<file path="src/rtl/fnv_pkg.sv">
// Shared constants, state encoding and mixing helper for the FNV-1a byte sequencer.
package fnv_pkg;

  localparam logic [31:0] FNV_OFFSET_BASIS = 32'h811C9DC5;
  localparam logic [31:0] FNV_PRIME        = 32'h01000193;

  // Wide enough for CORE_LATENCY up to 3.
  localparam int unsigned LAT_CNT_W = 2;
  localparam int unsigned BYTE_W    = 8;
  localparam int unsigned HASH_W    = 32;

  typedef enum logic [1:0] {
    IDLE = 2'd0,
    FEED = 2'd1,
    WAIT = 2'd2,
    DONE = 2'd3
  } seq_state_t;

  // XOR a zero-extended byte into the running hash.
  function automatic logic [HASH_W-1:0] fnv_mix(input logic [HASH_W-1:0] h,
                                               input logic [BYTE_W-1:0] b);
    return h ^ {24'h0, b};
  endfunction

endpackage

</file>
<file path="src/rtl/fnv_byte_fifo.sv">
// Small synchronous byte FIFO; extra pointer bit separates full from empty.
module fnv_byte_fifo #(
  parameter int unsigned DEPTH = 4
) (
  input  logic       clk,
  input  logic       reset,
  input  logic       push,
  input  logic       pop,
  input  logic       flush,
  input  logic [7:0] din,
  output logic [7:0] dout,
  output logic       empty,
  output logic       full
);

  localparam int unsigned AW = $clog2(DEPTH);
  localparam int unsigned PW = AW + 1;

  logic [PW-1:0] wr_ptr_q, wr_ptr_d;
  logic [PW-1:0] rd_ptr_q, rd_ptr_d;
  logic [AW-1:0] wr_idx_c;
  logic [7:0]    mem_q [DEPTH];

  // A flush that coincides with a push leaves exactly that byte in slot 0.
  always_comb begin
    rd_ptr_d = rd_ptr_q;
    wr_ptr_d = wr_ptr_q;
    wr_idx_c = wr_ptr_q[AW-1:0];
    if (flush) begin
      rd_ptr_d = '0;
      wr_ptr_d = push ? PW'(1) : '0;
      wr_idx_c = '0;
    end else begin
      if (pop) begin
        rd_ptr_d = rd_ptr_q + PW'(1);
      end
      if (push) begin
        wr_ptr_d = wr_ptr_q + PW'(1);
      end
    end
  end

  // Pointer registers.
  always_ff @(posedge clk) begin
    if (reset) begin
      wr_ptr_q <= '0;
      rd_ptr_q <= '0;
    end else begin
      wr_ptr_q <= wr_ptr_d;
      rd_ptr_q <= rd_ptr_d;
    end
  end

  // Storage; contents are don't-care until written.
  always_ff @(posedge clk) begin
    if (push) begin
      mem_q[wr_idx_c] <= din;
    end
  end

  assign dout  = mem_q[rd_ptr_q[AW-1:0]];
  assign empty = (wr_ptr_q == rd_ptr_q);
  assign full  = (wr_ptr_q[AW] != rd_ptr_q[AW]) &&
                 (wr_ptr_q[AW-1:0] == rd_ptr_q[AW-1:0]);

endmodule

</file>
<file path="src/rtl/fnv_byte_sequencer.sv">
// Feeds buffered I2C bytes through an external FNV-1a multiply core and latches the digest.
module fnv_byte_sequencer
  import fnv_pkg::*;
#(
  parameter int unsigned FIFO_DEPTH   = 4,
  parameter int unsigned CORE_LATENCY = 1
) (
  input  logic        clk,
  input  logic        reset,
  input  logic        msg_start,
  input  logic        msg_end,
  input  logic [7:0]  rx_byte,
  input  logic        rx_valid,
  output logic [31:0] core_in,
  input  logic [31:0] core_out,
  output logic [31:0] digest,
  output logic        digest_valid,
  output logic        busy,
  output logic        overflow
);

  // WAIT dwells CORE_LATENCY cycles; the counter starts one below that.
  localparam logic [LAT_CNT_W-1:0] LAT_RELOAD =
    (CORE_LATENCY == 0) ? '0 : LAT_CNT_W'(CORE_LATENCY - 1);

  seq_state_t          state_q, state_d;
  logic [HASH_W-1:0]   hash_q, hash_d;
  logic                cap_q, cap_d;
  logic [LAT_CNT_W-1:0] lat_cnt_q, lat_cnt_d;
  logic [HASH_W-1:0]   core_in_q, core_in_d;
  logic [HASH_W-1:0]   digest_q, digest_d;
  logic                digest_valid_q, digest_valid_d;
  logic                busy_q, busy_d;
  logic                overflow_q, overflow_d;
  logic                end_pending_q, end_pending_d;

  logic                fifo_push_c;
  logic                fifo_pop_c;
  logic                fifo_flush_c;
  logic [BYTE_W-1:0]   fifo_dout;
  logic                fifo_empty;
  logic                fifo_full;
  logic [HASH_W-1:0]   hash_eff_c;

  fnv_byte_fifo #(
    .DEPTH (FIFO_DEPTH)
  ) u_fifo (
    .clk   (clk),
    .reset (reset),
    .push  (fifo_push_c),
    .pop   (fifo_pop_c),
    .flush (fifo_flush_c),
    .din   (rx_byte),
    .dout  (fifo_dout),
    .empty (fifo_empty),
    .full  (fifo_full)
  );

  // Next-state, hash capture, FIFO control and flag updates.
  // cap_q marks that core_out now holds the product of the last core_in, so the
  // capture can overlap the next pop and sustain one byte per CORE_LATENCY+1 clocks.
  always_comb begin
    state_d        = state_q;
    hash_d         = hash_q;
    cap_d          = cap_q;
    lat_cnt_d      = lat_cnt_q;
    core_in_d      = core_in_q;
    digest_d       = digest_q;
    digest_valid_d = digest_valid_q;
    overflow_d     = overflow_q;
    end_pending_d  = end_pending_q;
    fifo_push_c    = 1'b0;
    fifo_pop_c     = 1'b0;
    fifo_flush_c   = 1'b0;
    hash_eff_c     = cap_q ? core_out : hash_q;

    if (msg_start) begin
      // New message overrides everything; a byte in the same cycle belongs to it.
      state_d        = FEED;
      hash_d         = FNV_OFFSET_BASIS;
      cap_d          = 1'b0;
      lat_cnt_d      = '0;
      overflow_d     = 1'b0;
      end_pending_d  = 1'b0;
      digest_valid_d = 1'b0;
      fifo_flush_c   = 1'b1;
      fifo_push_c    = rx_valid;
    end else begin
      unique case (state_q)
        FEED: begin
          if (cap_q) begin
            hash_d = core_out;
            cap_d  = 1'b0;
          end
          if (!fifo_empty) begin
            fifo_pop_c = 1'b1;
            core_in_d  = fnv_mix(hash_eff_c, fifo_dout);
            if (CORE_LATENCY == 0) begin
              cap_d = 1'b1;
            end else begin
              state_d   = WAIT;
              lat_cnt_d = LAT_RELOAD;
            end
          end else if (end_pending_q) begin
            digest_d       = hash_eff_c;
            digest_valid_d = 1'b1;
            state_d        = DONE;
          end
        end
        WAIT: begin
          if (lat_cnt_q == '0) begin
            state_d = FEED;
            cap_d   = 1'b1;
          end else begin
            lat_cnt_d = lat_cnt_q - LAT_CNT_W'(1);
          end
        end
        default: begin
        end
      endcase

      // Bytes and end-of-message only count while a message is open.
      if ((state_q == FEED) || (state_q == WAIT)) begin
        if (msg_end) begin
          end_pending_d = 1'b1;
        end
        if (rx_valid) begin
          if (!fifo_full || fifo_pop_c) begin
            fifo_push_c = 1'b1;
          end else begin
            overflow_d = 1'b1;
          end
        end
      end
    end

    busy_d = (state_d == FEED) || (state_d == WAIT);
  end

  // State, datapath and flag registers.
  always_ff @(posedge clk) begin
    if (reset) begin
      state_q        <= IDLE;
      hash_q         <= FNV_OFFSET_BASIS;
      cap_q          <= 1'b0;
      lat_cnt_q      <= '0;
      core_in_q      <= '0;
      digest_q       <= '0;
      digest_valid_q <= 1'b0;
      busy_q         <= 1'b0;
      overflow_q     <= 1'b0;
      end_pending_q  <= 1'b0;
    end else begin
      state_q        <= state_d;
      hash_q         <= hash_d;
      cap_q          <= cap_d;
      lat_cnt_q      <= lat_cnt_d;
      core_in_q      <= core_in_d;
      digest_q       <= digest_d;
      digest_valid_q <= digest_valid_d;
      busy_q         <= busy_d;
      overflow_q     <= overflow_d;
      end_pending_q  <= end_pending_d;
    end
  end

  assign core_in      = core_in_q;
  assign digest       = digest_q;
  assign digest_valid = digest_valid_q;
  assign busy         = busy_q;
  assign overflow     = overflow_q;

endmodule

</file>
<file path="config.mk">
export PLATFORM = sky130hd
export DESIGN_NAME = fnv_byte_sequencer
export DESIGN_NICKNAME = d
export VERILOG_FILES = /design/src/rtl/fnv_pkg.sv /design/src/rtl/fnv_byte_fifo.sv /design/src/rtl/fnv_byte_sequencer.sv
export SDC_FILE = /design/constraint.sdc
export NUM_CORES = 1
export LEC_CHECK = 0
export ABC_AREA = 1
export BUFFER_PORTS_ARGS = -buffer_cell sky130_fd_sc_hd__buf_2
export CAP_MARGIN = 15
export CORE_UTILIZATION = 31
export DETAILED_ROUTE_END_ITERATION = 7
export SYNTH_ARGS = -nofsm -noshare
export SYNTH_HDL_FRONTEND = slang
export SYNTH_SLANG_ARGS = --single-unit
</file>
<file path="constraint.sdc">
create_clock -name clk -period 2.8 [get_ports clk]
set_clock_uncertainty 0.1 [all_clocks]
set_input_delay 0.84 -clock clk [delete_from_list [all_inputs] [get_ports clk]]
set_output_delay 0.84 -clock clk [all_outputs]
set_load 0.005 [all_outputs]
</file>
-- After elaboration in Yosys (flattened, before gate mapping)
Memories as Yosys holds them, arrays and structs flattened. A register that Yosys moved wholly into a read port is not among the register bits.
Cells that the tools add are included.
- $add $sub $neg: 3
- multiply operators: 0
- div/mod/pow operators: 0
- magnitude comparators: 0
- equality and inequality tests: 10
- shift operators: 0
- multiplexer cells: 28
- bitwise gates (word level): 4
- reduce and logical (&&, ||, !) cells: 17
- operator list (operator ; count):
    $mux 32 ; 1
    $xor 32x8->32 ; 1
    $mux 2 ; 9
    $mux 1 ; 13
    $reduce_and 3->1 ; 4
    $pmux 2 s2 ; 2
    $add 3x1->3 const B ; 2
    $mux 3 ; 2
    $ne 2x2->1 const B ; 3
    $eq 2x1->1 const B ; 2
    $eq 2x2->1 const B ; 2
    $reduce_and 2->1 ; 2
    $reduce_and 4->1 ; 1
    $reduce_bool 2->1 ; 2
    $reduce_or 2->1 ; 2
    $eq 3x3->1 ; 1
    $logic_or 1x1->1 ; 3
    $not 1->1 ; 3
    $eq 2x2->1 ; 1
    $logic_not 2->1 ; 1
    $pmux 1 s2 ; 1
    $sub 2x1->2 const B ; 1
    $logic_and 1x1->1 ; 1
    $logic_not 1->1 ; 1
    $ne 1x1->1 ; 1
- register bits: 111
- latch bits: 0
- memory bits (writable): 32
- bits in read-only memories: 0
- input bits: 45
- output and inout port bits: 67
- logic and storage cells: 75
- memories: 1
- memories (name ; depth ; bits a word ; rd ports ; clocked after memory_dff ; wr ports ; RTL line ; source):
    u_fifo.mem_q ; 4 ; 8 ; 1 ; 1 ; 1 ; fnv_byte_fifo.sv:22 ; logic [7:0] mem_q [DEPTH];

-- Logic depth before layout (Yosys ltp)
- word-level depth: 11
- mapped depth: 11
- mapped depth without buffers: 11

-- Modules after synthesis
Synthesis repeated with hierarchy kept, for this count alone.
- cell total of the unflattened synthesis: 740
- area, all modules: 6112.1 µm²
- by module, submodules not included (module ; instances ; cells each ; area each (µm²) ; seq. area each (µm²)):
    fnv_byte_sequencer ; 1 ; 595 ; 4468.0 ; 2102.0
    fnv_byte_fifo ; 1 ; 145 ; 1644.1 ; 1121.1

-- Worst setup path before layout
No wires, ideal clock.
- kind: input port to flip-flop
- start: input msg_start
- end: memory u_fifo.mem_q[0][0] (enable)
- setup time: 370 ps
- arrival: 1713 ps
- required time: 2330 ps
- setup slack: 617 ps
- stages on the path: 5
- path buffers: 1
- cells stage by stage: buf_2 -> nand2_1 -> nand2_1 -> o21ai_0 -> nor2_1
- word-level cells in the longest chain between the ends: 3
- ends and longest elaborated chain (item ; RTL line ; source):
    start: declaration ; fnv_byte_sequencer.sv:10 ; input logic msg_start,
    $mux 1 ; fnv_byte_sequencer.sv:77 ; if (msg_start) begin
    $mux 1 ; fnv_byte_fifo.sv:56 ; if (push) begin
    $mux 1 (not written as such) ; fnv_byte_fifo.sv:57 ; mem_q[wr_idx_c] <= din;
    end: declaration ; fnv_byte_fifo.sv:22 ;
Several ways; a longest one is shown, not always the timed one.

-- Final worst setup path
- start: register state_q[1]
- end: register digest_q[12] (netlist: digest[12])
- word-level cells in the longest chain between the ends: 2
- ends and longest elaborated chain (item ; RTL line ; source):
    start: declaration ; fnv_byte_sequencer.sv:26 ; seq_state_t state_q, state_d;
    start signal: assignment ; fnv_byte_sequencer.sv:154 ; state_q <= state_d;
    $eq 2x1->1 ; fnv_byte_sequencer.sv:89 ; unique case (state_q)
    $reduce_and 4->1 (no source line) ; n/a ;
    end signal: assignment ; fnv_byte_sequencer.sv:159 ; digest_q <= digest_d;
    end: declaration ; fnv_byte_sequencer.sv:31 ; logic [HASH_W-1:0] digest_q, digest_d;
No other way between the ends.
A chain may end at the register's enable or synchronous reset.

==> results.md <==
### Route
- **detailed router's first-iteration violation count** 256
- **per-cell routed wire length** 14.3 microns
- **Via-to-Cell Ratio** 4.59
- **detailed-router iteration count before antenna repair** 6
- **routed wire length** 15,100 microns
- **detailed-route DRC error count** 0
- **count of nets left with antenna violations after detail routing** 0
- **via total after detailed routing** 4,835

### Finish
- **proportion of layout cells with a drive suffix above 1** 21.1%
- **antenna diode instance count** 0
- **layout overhead on the synthesized area** 21.8%
- **total number of nets in the final design** 857
- **filler-free cell count of the finished design** 1,054
- **Finished Core Util** 38.8%
- **area occupied by registers** 3220 sq um
- **total area of multi-input combinational cells** 2300 sq um
- **number of fill cells in the layout** 1,927

### Setup path
- **worst setup path category** flop to flop
- **Critical-path top delay cell** nor2_8
- **required time of the critical path** 3.05 ns
- **cell family with the largest share of critical-path delay** simple AND/OR/NAND/NOR gates
- **type of origin of the critical path** flop
- **cell chain of the critical path** inv_1 -> ha_1 -> nand4_4 -> nor2_8 -> buf_4 -> o21ai_0 -> a21oi_1
- **largest fanout on the critical path** 38
- **Critical Path End Type** flop
- **Worst EP arrival** 2.47 ns
- **biggest cell delay along the critical path** 0.45 ns
- **crit path buf inv count** 2
- **setup slack of the most critical reg-to-reg path** 0.59 ns

### Timing
- **setup repair after global routing missed its margin** no
- **transition time at the pin with the least slew margin** 0.643 ns
- **maximum clock rate** 452 MHz
- **hold slack** 0.348 ns
- **Worst slew margin** 57.1%
- **post-route fraction of the period consumed by the critical path** 79.0%
- **number of setup violations in the final report** 0
- **fin crit period** 2.21 ns
- **endpoints failing hold** 0
- **final slew viol count** 0
- **sum of negative setup slack** 0 ns

### Logic synthesis
- **number of synthesized flops with an enable pin** 32
- **Post-Syn Instances** 706
- **syn nets** 756
- **post-synthesis adder-cell area fraction** 1.05%
- **fraction of synthesized area in multiplexers** 2.01%
- **fraction of the yosys area taken by sequential cells** 54.0%
- **Post-Synthesis Mean Instance Area** 8.46 sq um
- **area fraction in compound gates after synthesis** 14.9%
- **async set or reset register ratio after synthesis** 0%
- **number of synthesized register bits** 145
- **combinational family with the most area after synthesis** simple AND/OR/NAND/NOR gates
- **share of the synthesized netlist area taken by xor and xnor gates** 1.17%
- **yosys warns** 0
- **simple-gate share of the synthesized area** 19.4%
- **count of unique library cells instantiated by Yosys** 34
- **ys flop type** dfxtp_1
- **Cell Area, Synth** 5970 sq um

### CTS
- **CTS tree** yes
- **number of buffers created by CTS** 17
- **CTS hold repair buffers** 0
- **total setup buffers inserted after CTS** 0
- **clock-pin slew on the worst setup and hold paths** 0.06 ns
- **CTS Root Cell** clkbuf_16
- **total of cells resized after clock tree synthesis** 0
- **later-pin clock latency in the skew report** 0.42 ns
- **total number of H-tree levels** 4
- **maximum clock path buffer count** 2
- **Clock Sink Count** 145

### Pwr
- **combinational cell fraction of total power** 6.6%
- **Power Internal** 3.50 mW
- **fraction of power consumed by the clock network** 45.5%
- **share of power burned in registers** 47.9%
- **sw power** 1.11 mW
- **power density over the cells** 634 nW/um^2
- **static leakage** 3.10 nW
- **switching fraction of total power** 24.1%
- **Worst IR Drop VDD** 0.616 mV
- **Power, Total** 4.61 mW

### Placement
- **placed cells** 1,022
- **estimated wirelength of the detail-placed design** 10,600 microns
- **number of port buffers** 111
- **Final Wtd Congestion** 0.768

### Job
- **max-capacitance violation count** 0

### Die
- **standard cell core area** 18,800 sq um
- **I/O pin count** 112
- **Initial Util** 31.8%
- **Die Width** 141 microns
- **Die Height** 141 microns
- **DIE AREA** 19,800 sq um
- **number of cell rows** 50

### GRT
- **initial antenna violation count** 0
- **overall fraction of global-route tracks in use** 15.8%
- **overall overflow remaining after global route** 0
- **wire length of the first global-routing pass** 23,800 microns
- **number of global-route vias before repair** 4,437
- **pin count of the biggest net entering global routing** 50

### Worst hold path
- **class of the most critical hold timing path** flop to flop

### Run status
- **status** finished, final reports clean

[layer usage]
metal  part of all wire (%)  global-route usage, %  vias up
li1                       -                      -     2537
met3                    4.5                   4.04       16
met4                    1.3                   5.72        0
met5                      0                      0        -
met1                     49                   21.1     2162
met2                     45                   24.6      120
[state kept, by name, indices dropped and copies added (netlist names), 2 cells and up, named ones only]
register         count
u_fifo.rd_ptr_q      3
state_q              2
u_fifo.wr_ptr_q      3
u_fifo.mem_q        32
core_in             32
digest              32
lat_cnt_q            2
hash_q              32
[worst register-to-register path: cells and delay by family, from the launching register on]
kind                       cells  cell delay [ns]
AOI/OAI and AO/OA              2             0.26
adders and majority gates      1             0.42
buffers and inverters          2             0.36
DFF                            1             0.32
and+or+nand+nor                2             0.66
[worst paths after layout]
check                       to  cells past startpoint         start
setup / recovery    digest[12]                      7    state_q[1]
hold / removal    digest_valid                      2  digest_valid
setup reg to reg    digest[12]                      7    state_q[1]
hold reg to reg   digest_valid                      2  digest_valid
[synthesized netlist by cell type (11+ instances only)]
master    count  share of area, %
nor3_1       11              0.92
edfxtp_1     32                16
nor2_1       20               1.3
inv_1        57               3.6
dfxtp_1     113                38
mux2i_1      12               2.0
buf_2        14               1.2
clkbuf_1     22               1.4
a21oi_1      97               8.1
o21ai_0      53               4.4
nand3_1      36               3.0
nand2_1     168                11
[cells by family (layout without fill, tap and decap cells)]
kind of cell	after synthesis	in the layout
AO/OA/AOI/OAI	169	169
flip-flops	145	145
multiplexers	12	12
XOR/XNOR	8	8
buffers and inverters	105	219
AND/OR/NAND/NOR	262	262
adder cells (fa/ha/maj)	5	5
[through the flow]
step / area, sq um / worst slack (ns)
finish: 7270 / 0.589
global route: 7270 / 0.401
CTS: 7270 / 0.567
detailed placement: 6730 / 0.521
global placement: 6730 / 0.579
floorplan: 5970 / 0.617
[layout by cell type (no fill, tap or decap), types with 2 or more instances in the layout]
master | netlist | routed
a21oi_1 | 97 | 97
a31oi_1 | 2 | 2
buf_2 | 14 | 111
buf_4 | 2 | 14
clkbuf_16 | 0 | 17
clkinv_4 | 0 | 3
clkinvlp_2 | 0 | 4
clkinvlp_4 | 0 | 3
dfxtp_1 | 113 | 112
edfxtp_1 | 32 | 32
ha_1 | 5 | 5
inv_1 | 57 | 57
inv_2 | 4 | 4
mux2i_1 | 12 | 12
nand2_1 | 168 | 168
nand2_2 | 4 | 4
nand3_1 | 36 | 36
nand4_1 | 2 | 2
nor2_1 | 20 | 20
nor2_8 | 2 | 2
nor3_1 | 11 | 11
o211ai_1 | 9 | 9
o21a_1 | 5 | 5
o21ai_0 | 53 | 53
o21ai_1 | 2 | 2
or2_1 | 10 | 10
or2_2 | 3 | 3
xor2_1 | 8 | 8
[power by group through the flow]
stage                     Sequential [mW]  Clock, mW  Combinational, mW
after global placement               2.25          0              0.305
after global routing                 2.21       2.24              0.343
after floorplan                      2.25          0              0.190
after detailed placement             2.25          0              0.307
after CTS                            2.21       2.14              0.308
final                                2.21       2.10              0.306
[final cells by class]
class | count | area share [%]
Multi-Input combinational cell | 456 | 31.6
Sequential cell | 145 | 44.3
Clock inverter | 14 | 1.60
Timing Repair Buffer | 126 | 9.36
Inverter | 61 | 3.15
Clock buffer | 18 | 5.90
Tap cell | 234 | 4.03
Note: power is estimated with default switching activity, not from simulation.
